[src/rtl/cpu_sequencer.sv]
// cpu_sequencer: multi-cycle fetch/decode/execute/writeback sequencer for the 16-bit CPU.
// Ports:
//   clk, rst              clock and asynchronous active-high reset
//   imem_req/addr/ack/data  instruction fetch handshake (addr always equals pc)
//   rf_raddr_a/b, rf_rdata_a/b  register-file read ports (combinational data)
//   rf_we/waddr/wdata     register-file write port, strobed only in WB
//   alu_op, alu_cin       ALU select (latched opcode) and carry flag
//   alu_result/cout/zero/ovf  combinational ALU results
//   resume, halted        HALT exit request and HALT indicator
//   pc                    program counter
module cpu_sequencer #(
    parameter logic [15:0] RESET_PC = 16'h0000
) (
    input  logic        clk,
    input  logic        rst,
    output logic        imem_req,
    output logic [15:0] imem_addr,
    input  logic        imem_ack,
    input  logic [15:0] imem_data,
    output logic [2:0]  rf_raddr_a,
    output logic [2:0]  rf_raddr_b,
    input  logic [15:0] rf_rdata_a,
    input  logic [15:0] rf_rdata_b,
    output logic        rf_we,
    output logic [2:0]  rf_waddr,
    output logic [15:0] rf_wdata,
    output logic [4:0]  alu_op,
    output logic        alu_cin,
    input  logic [15:0] alu_result,
    input  logic        alu_cout,
    input  logic        alu_zero,
    input  logic        alu_ovf,
    input  logic        resume,
    output logic        halted,
    output logic [15:0] pc
);
    typedef enum logic [2:0] {FETCH, DECODE, EXEC, WB, HALT} state_t;
    state_t      state, state_nx;
    logic        go;
    logic [15:0] ir;
    logic        c, z, v;
    logic [4:0]  op;
    logic        is_alu, is_set, wr, take;
    logic        unused_ok;
    assign op         = ir[15:11];
    assign is_alu     = (op >= 5'd1) && (op <= 5'd10);
    assign is_set     = (op == 5'd18) || (op == 5'd19);
    assign wr         = is_alu || is_set || (op == 5'd11);
    assign take       = (op == 5'd12) || (op == 5'd13 && v) || (op == 5'd14 && c) || (op == 5'd15 && z);
    // Read addresses come straight from the instruction register so they stay valid through EXEC.
    assign rf_raddr_a = ir[10:8];
    assign rf_raddr_b = ir[7:5];
    assign imem_addr  = pc;
    assign alu_cin    = c;
    // Port B data is consumed by the ALU only; nothing here needs it.
    assign unused_ok  = ^rf_rdata_b;
    always_ff @(posedge clk or posedge rst) begin
        if (rst) state <= FETCH;
        else     state <= state_nx;
    end
    // Strobes decode from state alone so an async reset drops them immediately.
    always_comb begin
        state_nx = state;
        imem_req = 1'b0;
        rf_we    = 1'b0;
        halted   = 1'b0;
        case (state)
            FETCH: begin
                imem_req = go;
                state_nx = (go && imem_ack) ? DECODE : FETCH;
            end
            DECODE: state_nx = (op == 5'd16) ? HALT : EXEC;
            EXEC:   state_nx = wr ? WB : FETCH;
            WB: begin
                rf_we    = 1'b1;
                state_nx = FETCH;
            end
            HALT: begin
                halted   = 1'b1;
                state_nx = resume ? FETCH : HALT;
            end
            default: state_nx = FETCH;
        endcase
    end
    // go holds off the first request until one clock after reset releases.
    always_ff @(posedge clk or posedge rst) begin
        if (rst) begin
            go       <= 1'b0;
            pc       <= RESET_PC;
            ir       <= 16'h0000;
            {c, z, v} <= 3'b000;
            alu_op   <= 5'd0;
            rf_waddr <= 3'd0;
            rf_wdata <= 16'h0000;
        end else begin
            go <= 1'b1;
            if (state == FETCH && go && imem_ack) begin
                ir <= imem_data;
                pc <= pc + 16'd1;
            end
            if (state == DECODE) alu_op <= op;
            if (state == EXEC) begin
                if (is_alu) {c, z, v} <= {alu_cout, alu_zero, alu_ovf};
                if (op == 5'd17) begin
                    pc        <= RESET_PC;
                    {c, z, v} <= 3'b000;
                end
                if (take) pc <= rf_rdata_a;
                rf_waddr <= is_set ? ir[10:8] : ir[4:2];
                rf_wdata <= is_alu ? alu_result :
                            (op == 5'd11) ? rf_rdata_a :
                            (op == 5'd18) ? {ir[7:0], rf_rdata_a[7:0]} :
                                            {rf_rdata_a[15:8], ir[7:0]};
            end
        end
    end
endmodule
[config.mk]
export PLATFORM = sky130hd
export DESIGN_NAME = cpu_sequencer
export DESIGN_NICKNAME = d
export VERILOG_FILES = /design/src/rtl/cpu_sequencer.sv
export SDC_FILE = /design/constraint.sdc
export NUM_CORES = 1
export LEC_CHECK = 0
export ABC_CLOCK_PERIOD_IN_PS = 2570
export BUFFER_PORTS_ARGS = -buffer_cell sky130_fd_sc_hd__buf_4
export CAP_MARGIN = 20
export CORE_UTILIZATION = 45
export DETAILED_ROUTE_END_ITERATION = 16
export PLACE_DENSITY = 0.87
export SLEW_MARGIN = 20
export SYNTH_ARGS = -nofsm -noshare
export SYNTH_HDL_FRONTEND = slang
export SYNTH_SLANG_ARGS = --single-unit
[constraint.sdc]
create_clock -name clk -period 2.57 [get_ports clk]
set_input_delay 0.1285 -clock clk [delete_from_list [all_inputs] [get_ports clk]]
set_output_delay 0.1285 -clock clk [all_outputs]
set_load 0.1 [all_outputs]
==> results of run 1 <==
## flip-flops by register name (all words and copies together) (netlist names)
| register | flops |
|---|---|
| alu_cin | 1 |
| z | 1 |
| rf_waddr | 3 |
| imem_addr | 16 |
| go | 1 |
| alu_op | 5 |
| rf_wdata | 16 |
| v | 1 |
| ir | 16 |
| state | 3 |
## stage by stage
| stage | util | hold WS (ns) | cells | cell area [sq um] | setup slack (ns) |
|---|---|---|---|---|---|
| 4_1_cts | 0.618 | 0.00285 | 541 | 4530 | 0.222 |
| 5_1_grt | 0.618 | 0.00576 | 541 | 4530 | 0.117 |
| 2_1_floorplan | - | 0.253 | 334 | 3440 | 0.0549 |
| 3_5_place_dp | 0.590 | 0.106 | 524 | 4330 | 0.236 |
| 6_report | 0.618 | 0.0104 | 541 | 4530 | 0.217 |
| 3_3_place_gp | 0.590 | 0.107 | 524 | 4330 | 0.287 |
## cell families (layout without fill, tap and decap cells)
kind of cell,after synthesis,count (layout),synth area share
compound gates,83,83,0.168
xor+xnor,11,11,0.0280
fa+ha+maj,1,1,0.00364
buf+inv,50,158,0.0816
flops,63,63,0.459
mux,34,34,0.107
other cells,1,1,0.00109
simple gates,91,91,0.152
## routing by layer
layer  GRT usage  up-vias  part of all wire
li1            -     1425                 -
met1       0.311     1478              0.41
met2       0.400      130              0.49
met3      0.0582       17             0.074
met4       0.108        0             0.023
met5           0        -                 0
## placed cells by master (no fill, tap or decap), drive strengths merged, types with 4 or more instances in the layout
cell type	count
buf	133
dfrtp	63
nand2	27
o21ai	24
mux2	21
mux2i	13
a211oi	13
nand3	12
o2bb2ai	12
clkbuf	12
a21oi	10
o211ai	8
xnor2	8
and3	8
inv	7
nor3b	7
nor4	6
nor3	6
nand4	5
a2111oi	4
## layout make-up
class / count / area (sq um)
Fill cell: 582 / 2800
Multi-Input combinational cell: 221 / 1590
Sequential cell: 63 / 1580
Timing Repair Buffer: 134 / 1010
Clock buffer: 12 / 145
Tap cell: 99 / 124
Clock inverter: 4 / 45.0
Inverter: 8 / 33.8
## worst max-delay path, delay by kind of cell, from the launching register on
family	cells	cell delay, ns
flip-flops	1	0.47
AND/OR/NAND/NOR	2	1.30
AO/OA/AOI/OAI	2	0.51
## timing repair
| item | in CTS | in global routing |
|---|---|---|
| gates resized for setup | 0 | 0 |
| endpoints found under the setup margin | 0 | 0 |
| hold buffers | 1 | 0 |
| hold endpoints to repair | 14 | 0 |
## path summary, 6_finish.rpt
path / endpoint / slack [ns]
max: imem_addr[14]$_DFF_PP0_ / 0.22
min in group asynchronous: ir[4]$_DFFE_PP0N_ / 0.29
min: ir[6]$_DFFE_PP0N_ / 0.01
min reg2reg: rf_wdata[10]$_DFFE_PP0N_ / 0.48
max reg2reg: imem_addr[14]$_DFF_PP0_ / 0.22
max in group asynchronous: imem_addr[10]$_DFF_PP0_ / 1.60
==> qor.yml, run 1 <==
sta:
  hold_violations: 0
  relSlewSlack: 0.454
  finalMaxSlewViolations: 0
  fmax_mhz: 425
  setup_viol: 0
  finalCritPeriodShare: 0.915
  clock_skew_ns: 0.00805
  rsz0062_at_grt: "false"
  period_minus_slack_ns: 2.35
  fin_setup_tns_ns: 0
  max_slew.worst_pin.slew_ns: 0.816
floorplanning:
  die_h_um: 89.4
  ioPinCount: 137
  fp.dieW_um: 89.4
  core_area_sq_um: 7330
  initial_utilization: 0.469
  core.rowCount: 31
  die-area_sq_um: 7990
cts:
  h-tree-depth: 3
  root_buffer: "clkbuf_8"
  clockBufferDepth: 2
  clkSinkCount: 63
  cts_tree: "yes"
  clkTransAtPathRegs_ns: 0.07
  clock_latency_ns: 0.35
  cts_made_buffers: 9
  post_cts_buffers: 0
critical_path:
  critPathSlowestCell: "or4b_4"
  critPathKind: "register to register"
  crit_chain: "or4b_4, or4_1, o32a_1, a21oi_1"
  crit_start: "state[2]$_DFF_PP0_"
  worst_ep_arrival_time_ns: 2.62
  worst-path-max-fanout: 12
  required_ns: 2.84
  r2r-start: "state[2]$_DFF_PP0_"
  ff2ff_path_depth: 4
  worst_setup_path_start_kind: "register"
  max_stage_delay_ns: 0.67
  cp-end-kind: "register"
global_route:
  grt_pass1_wl_um: 14500
  grt_pass1_vias: 2923
  grt_util_all_layers: 0.245
  antenna_found_initial: 0
  overflow: 0
  grt_max_degree: 30
logic_synthesis:
  synth.top_cells.by_count: "63 x dfrtp_1, 27 x nand2_1, 24 x o21ai_0"
  synth_cells: 334
  synth.top_cell.area_share: 0.459
  synthTopCellsByArea: "dfrtp_1 46%, mux2_2 6.9%, buf_4 4.8%"
  synth.distinct_cells: 43
  synthesis.area_sq_um: 3440
  synth_top_cell_by_area: "dfrtp_1"
  avgSynthCellArea_sq_um: 10.3
  synth-seq-area-share: 0.459
  synthArstFlopShare: 1.00
  synth_edf_count: 0
  ys_warn_count: 0
  ys_ff_latch: 63
  syn-num-nets: 406
  synth_ff_type: "dfrtp_1"
  yosysMostFrequentCell: "dfrtp_1"
detailed_routing:
  drtIter0Drc: 202
  vias: 3050
  wl_per_cell_um: 17.3
  routed_wl_um: 9340
  drtAntennaViolNets: 0
  vias_per_cell: 5.64
  firstDrtPassIters: 4
  drc_errors: 0
worst_hold_path:
  min_path_cells: 2
  hp-start: "imem_data[6]"
  min_path_type: "primary input to register"
flow_run:
  max-cap-violations: 0
finish:
  finalNetCount: 509
  area_growth_pct: 31.8
  diodes: 0
  drive_gt1_frac: 0.403
run_status:
  outcome: "finished, final reports clean"
placed_design:
  dp_hpwl_um: 6930
  portBuffers: 120
  gp_congestion: 0.874
Power of run 1 is left out: the tool's default activity adds up to more than one toggle a clock period on the data nets, which glitch-free logic cannot reach.
==> run 2: changes to the inputs <==
--- a/config.mk
+++ b/config.mk
@@ -11,6 +11,7 @@
 export CORE_UTILIZATION = 45
 export DETAILED_ROUTE_END_ITERATION = 16
 export PLACE_DENSITY = 0.87
+export RECOVER_POWER = 100
 export SLEW_MARGIN = 20
 export SYNTH_ARGS = -nofsm -noshare
 export SYNTH_HDL_FRONTEND = slang
==> run 2 against run 1 <==
Effect of this change:
- clock skew increased by 0.00068 ns
- die area stayed put
- utilization down 3.7 points
- non-clock buffer count did not move
- routed wire length is 0.20% higher
- sequential share of layout area up 2.2 points
- critical path depth unchanged
- setup slack improved by 0.018 ns
- cell count unchanged
- design area down 5.9%
- global-route usage stayed put
- largest cell class unchanged
==> qor.yml, run 2 (synthesis results as in run 1) <==
sta:
  fmax_mhz: 428
  hold_violations: 0
  clock_skew_ns: 0.00873
  setup_viol: 0
  rsz0062_at_grt: "false"
  fin_setup_tns_ns: 0
  finalMaxSlewViolations: 0
  period_minus_slack_ns: 2.33
  setup_slack_ns: 0.235
  relSlewSlack: 0.191
  finalCritPeriodShare: 0.908
  max_slew.worst_pin.slew_ns: 1.22
critical_path:
  r2r-start: "state[2]$_DFF_PP0_"
  ff2ff_path_depth: 4
  reg2reg_slack_ns: 0.24
  worst_ep_arrival_time_ns: 2.61
  required_ns: 2.84
  cp-end-kind: "register"
  reg2reg_to: "imem_addr[14]$_DFF_PP0_"
  cp-endpoint: "imem_addr[14]$_DFF_PP0_"
  worst-path-max-fanout: 12
  critPathKind: "register to register"
  crit_start: "state[2]$_DFF_PP0_"
  worst_setup_path_start_kind: "register"
finish:
  num-fill-cells: 678
  most-common-layout-cells: "70 x clkbuf_1, 63 x dfrtp_1, 60 x buf_4"
  layout.cells.most_common: "clkbuf_1"
  seqCellArea_sq_um: 1580
  area_growth_pct: 24.0
  drive_gt1_frac: 0.247
  final_area_sq_um: 4260
  multi_input_area_sq_um: 1590
  diodes: 0
  finalNetCount: 509
detailed_routing:
  vias_per_cell: 5.61
  firstDrtPassIters: 4
  drtIter0Drc: 212
  routed_wl_um: 9360
  vias: 3035
  drtAntennaViolNets: 0
  wl_per_cell_um: 17.3
  drc_errors: 0
cts:
  cts_tree: "yes"
  clockBufferDepth: 2
  ctsResizeCount: 0
  cts_made_buffers: 9
  clkTransAtPathRegs_ns: 0.07
  clock_latency_ns: 0.35
  clkSinkCount: 63
  h-tree-depth: 3
  root_buffer: "clkbuf_8"
run_status:
  outcome: "finished, final reports clean"
placed_design:
  gp_congestion: 0.874
  post_dp_cell_area_sq_um: 4330
  dp_hpwl_um: 6930
  dp_slack_ns: 0.236
  portBuffers: 120
global_route:
  overflow: 0
  grt_pass1_wl_um: 14500
  grt_util_all_layers: 0.245
  antenna_found_initial: 0
  grt_max_degree: 30
  grt_pass1_vias: 2923
floorplanning:
  ioPinCount: 137
  die-area_sq_um: 7990
  core_area_sq_um: 7330
  die_h_um: 89.4
  fp.dieW_um: 89.4
  core.rowCount: 31
  initial_utilization: 0.469
flow_run:
  max-cap-violations: 0
worst_hold_path:
  min_path_type: "primary input to register"
==> run 2: changes by cell type in the layout (fill, tap and decap cells not counted), sizes merged <==
cell / before / now
buf: 133 / 60
clkbuf: 12 / 85
==> run 2: layout make-up <==
type / instances / share of cell area
clock buffer: 12 / 0.0341
clock inverter: 4 / 0.0106
inverter: 8 / 0.00734
multi-input combinational: 221 / 0.374
sequential: 63 / 0.370
tap: 99 / 0.0291
timing repair buffer: 134 / 0.175
==> run 2: metrics by stage <==
| step | instances | hold WS [ns] | utilization |
|---|---|---|---|
| global placement | 524 | 0.107 | 0.590 |
| CTS | 541 | 0.00285 | 0.618 |
| finish | 541 | 0.00759 | 0.581 |
| floorplan | 334 | 0.253 | - |
| global route | 541 | 0.00579 | 0.581 |
| detailed placement | 524 | 0.106 | 0.590 |
==> run 2: critical path, cell delays in order (launching register included) <==
cell and delay (ns):
dfrtp_1 0.46, or4b_4 0.66, or4_1 0.63, o32a_1 0.37, a21oi_1 0.14
==> run 2: how the worst min path moves through the flow <==
stage,start,endpoint,slack (ns),cells after the start
2_1_floorplan,rf_rdata_a[0],imem_addr[0]$_DFF_PP0_,0.25,1
6_report,imem_data[6],ir[6]$_DFFE_PP0N_,0.008,2
4_1_cts,imem_data[1],ir[1]$_DFFE_PP0N_,0.003,2
5_1_grt,imem_data[9],ir[9]$_DFFE_PP0N_,0.006,2
3_5_place_dp,rst,alu_op[2]$_DFFE_PP0P_,0.11,2
3_3_place_gp,rst,alu_op[4]$_DFFE_PP0P_,0.11,2
==> run 2: repair_timing <==
item,CTS,global route
hold buffers,1,0
setup buffers,0,0
endpoints found under the setup margin,0,0
endpoints found under the hold margin,14,0
==> run 2: metal layers <==
metal  part of all wire  vias up  track usage
met1               0.42     1461        0.311
met5                  0        -            0
met3              0.068       20       0.0582
met2               0.49      127        0.400
li1                   -     1427            -
met4              0.024        0        0.108
Power of run 2 is left out for the same reason.
==> run 3: changes to the inputs <==
--- a/config.mk
+++ b/config.mk
@@ -5,14 +5,14 @@
 export SDC_FILE = /design/constraint.sdc
 export NUM_CORES = 1
 export LEC_CHECK = 0
+export ABC_AREA = 1
 export ABC_CLOCK_PERIOD_IN_PS = 2570
 export BUFFER_PORTS_ARGS = -buffer_cell sky130_fd_sc_hd__buf_4
 export CAP_MARGIN = 20
 export CORE_UTILIZATION = 45
 export DETAILED_ROUTE_END_ITERATION = 16
-export PLACE_DENSITY = 0.87
+export PLACE_DENSITY = 0.86
 export RECOVER_POWER = 100
-export SLEW_MARGIN = 20
 export SYNTH_ARGS = -nofsm -noshare
 export SYNTH_HDL_FRONTEND = slang
 export SYNTH_SLANG_ARGS = --single-unit
==> run 3 against run 2 <==
Effect of this change:
- design area up 7.1%
- hold slack worse by 0.0012 ns
- utilization increased by 0.60 points
- sequential cell count did not move
- area after synthesis grew 5.3%
- cell count up 34%
- synthesized cell count up 51%
- critical path type unchanged
==> qor.yml, run 3 <==
sta:
  clock_skew_ns: 0.00691
  hold_violations: 0
  finalMaxSlewViolations: 0
  finalCritPeriodShare: 0.825
  period_minus_slack_ns: 2.12
  rsz0062_at_grt: "false"
  max_slew.worst_pin.slew_ns: 1.20
  setup_viol: 0
  relSlewSlack: 0.202
  fmax_mhz: 472
  fin_setup_tns_ns: 0
critical_path:
  critPathKind: "register to register"
  reg2reg_slack_ns: 0.45
  ff2ff_path_depth: 7
  worst_ep_arrival_time_ns: 2.35
  cp-end-kind: "register"
  r2r-start: "state[1]$_DFF_PP0_"
  reg2reg_to: "imem_addr[5]$_DFF_PP0_"
  worst_setup_path_start_kind: "register"
  crit_chain: "nor2_1, nand3_1, nor2_1, nand2_1, xnor2_1, nand2_1, nand2_1"
  required_ns: 2.80
  critPathTopFamily: "simple AND/OR/NAND/NOR gates"
  crit_buf_inv: 0
  worst-path-max-fanout: 13
  critPathSlowestCell: "nor2_1"
  crit_start: "state[1]$_DFF_PP0_"
  max_stage_delay_ns: 0.51
  cp_common_cell: "nand2_1"
floorplanning:
  core_area_sq_um: 7770
  die_h_um: 91.7
  core.rowCount: 32
  die-area_sq_um: 8400
  ioPinCount: 137
  fp.dieW_um: 91.7
  initial_utilization: 0.466
finish:
  most-common-layout-cells: "134 x nand2_1, 69 x inv_1, 66 x clkbuf_1"
  drive_gt1_frac: 0.138
  utilization: 0.587
  layout.cells.non_filler: 726
  area_growth_pct: 26.0
  final_area_sq_um: 4560
  finalNetCount: 691
  diodes: 0
  layout.cells.most_common: "nand2_1"
global_route:
  antenna_found_initial: 0
  grt_pass1_wl_um: 15700
  grt_pass1_vias: 3489
  overflow: 0
  grt_util_all_layers: 0.240
  grt_max_degree: 37
cts:
  clkTransAtPathRegs_ns: 0.07
  post_cts_buffers: 0
  cts_hold_buf: 18
  clock_latency_ns: 0.34
  root_buffer: "clkbuf_8"
  cts_made_buffers: 9
  ctsResizeCount: 0
  cts_tree: "yes"
  clockBufferDepth: 2
  clkSinkCount: 63
  h-tree-depth: 3
detailed_routing:
  vias_per_cell: 4.97
  wl_per_cell_um: 13.4
  vias: 3610
  drc_errors: 0
  drtAntennaViolNets: 0
  routed_wl_um: 9710
  drtIter0Drc: 205
  firstDrtPassIters: 4
logic_synthesis:
  ys_warn_count: 0
  synth.top_cells.by_count: "134 x nand2_1, 69 x inv_1, 63 x dfrtp_1"
  synthArstFlopShare: 1.00
  synth_edf_count: 0
  synthesis.area_sq_um: 3620
  synth_ff_type: "dfrtp_1"
  syn-num-nets: 576
  synthTopCellsByArea: "dfrtp_1 44%, nand2_1 14%, inv_1 7.2%"
  synth_top_cell_by_area: "dfrtp_1"
  synth.distinct_cells: 31
  synth_cells: 504
  avgSynthCellArea_sq_um: 7.18
  yosysMostFrequentCell: "nand2_1"
  synth-seq-area-share: 0.436
  ys_ff_latch: 63
  synth.top_cell.area_share: 0.436
run_status:
  outcome: "finished, final reports clean"
placed_design:
  post_dp_cell_area_sq_um: 4440
  gp_congestion: 0.901
  portBuffers: 120
  dp_hpwl_um: 7190
  place_inst: 692
flow_run:
  max-cap-violations: 0
worst_hold_path:
  hp-start: "imem_data[1]"
  hold_path_end: "ir[1]$_DFFE_PP0N_"
  min_path_cells: 3
  min_path_type: "primary input to register"
run 3: metrics by stage:
stage / hold WS, ns / setup WS, ns
after floorplan: 0.236 / 0.509
after detailed placement: 0.279 / 0.578
after global routing: 0.00196 / 0.272
final: 0.00642 / 0.451
after CTS: 0.000833 / 0.571
after global placement: 0.274 / 0.672
run 3: kinds of logic after synthesis:
| family | Yosys count | share of synthesized area |
|---|---|---|
| flip-flops | 63 | 0.436 |
| AND/OR/NAND/NOR | 243 | 0.290 |
| adder cells (fa/ha/maj) | 1 | 0.00346 |
| other | 1 | 0.00104 |
| AO/OA/AOI/OAI | 81 | 0.115 |
| XOR/XNOR | 4 | 0.00968 |
| buffers and inverters | 111 | 0.145 |
run 3: how the worst max path moves through the flow:
| stage | endpoint | cells after the start |
|---|---|---|
| 6_report | imem_addr[5]$_DFF_PP0_ | 7 |
| 5_1_grt | imem_addr[5]$_DFF_PP0_ | 7 |
| 4_1_cts | imem_addr[5]$_DFF_PP0_ | 7 |
| 3_5_place_dp | imem_addr[5]$_DFF_PP0_ | 7 |
| 3_3_place_gp | imem_addr[5]$_DFF_PP0_ | 7 |
| 2_1_floorplan | imem_addr[8]$_DFF_PP0_ | 10 |
run 3: layer usage:
metal | track usage | vias to the layer above | part of all wire
li1 | - | 1798 | -
met1 | 0.309 | 1646 | 0.43
met2 | 0.385 | 139 | 0.48
met3 | 0.0398 | 27 | 0.062
met4 | 0.130 | 0 | 0.033
met5 | 0 | - | 0
run 3: worst reg2reg max path, cell delays in order (launching register included):
cell and delay [ns]:
dfrtp_1 0.41, nor2_1 0.19, nand3_1 0.48, nor2_1 0.51, nand2_1 0.15, xnor2_1 0.16
nand2_1 0.06, nand2_1 0.05
run 3: cell type report:
type                    count  area (sq um)
inverters                  73           274
fillers                   779          3210
repair buffers            142           876
clock inverters             5          56.3
well taps                 102           128
flip-flops and latches     63          1580
multi-input cells         330          1500
clock buffers              11           151
Power of run 3 is left out for the same reason.
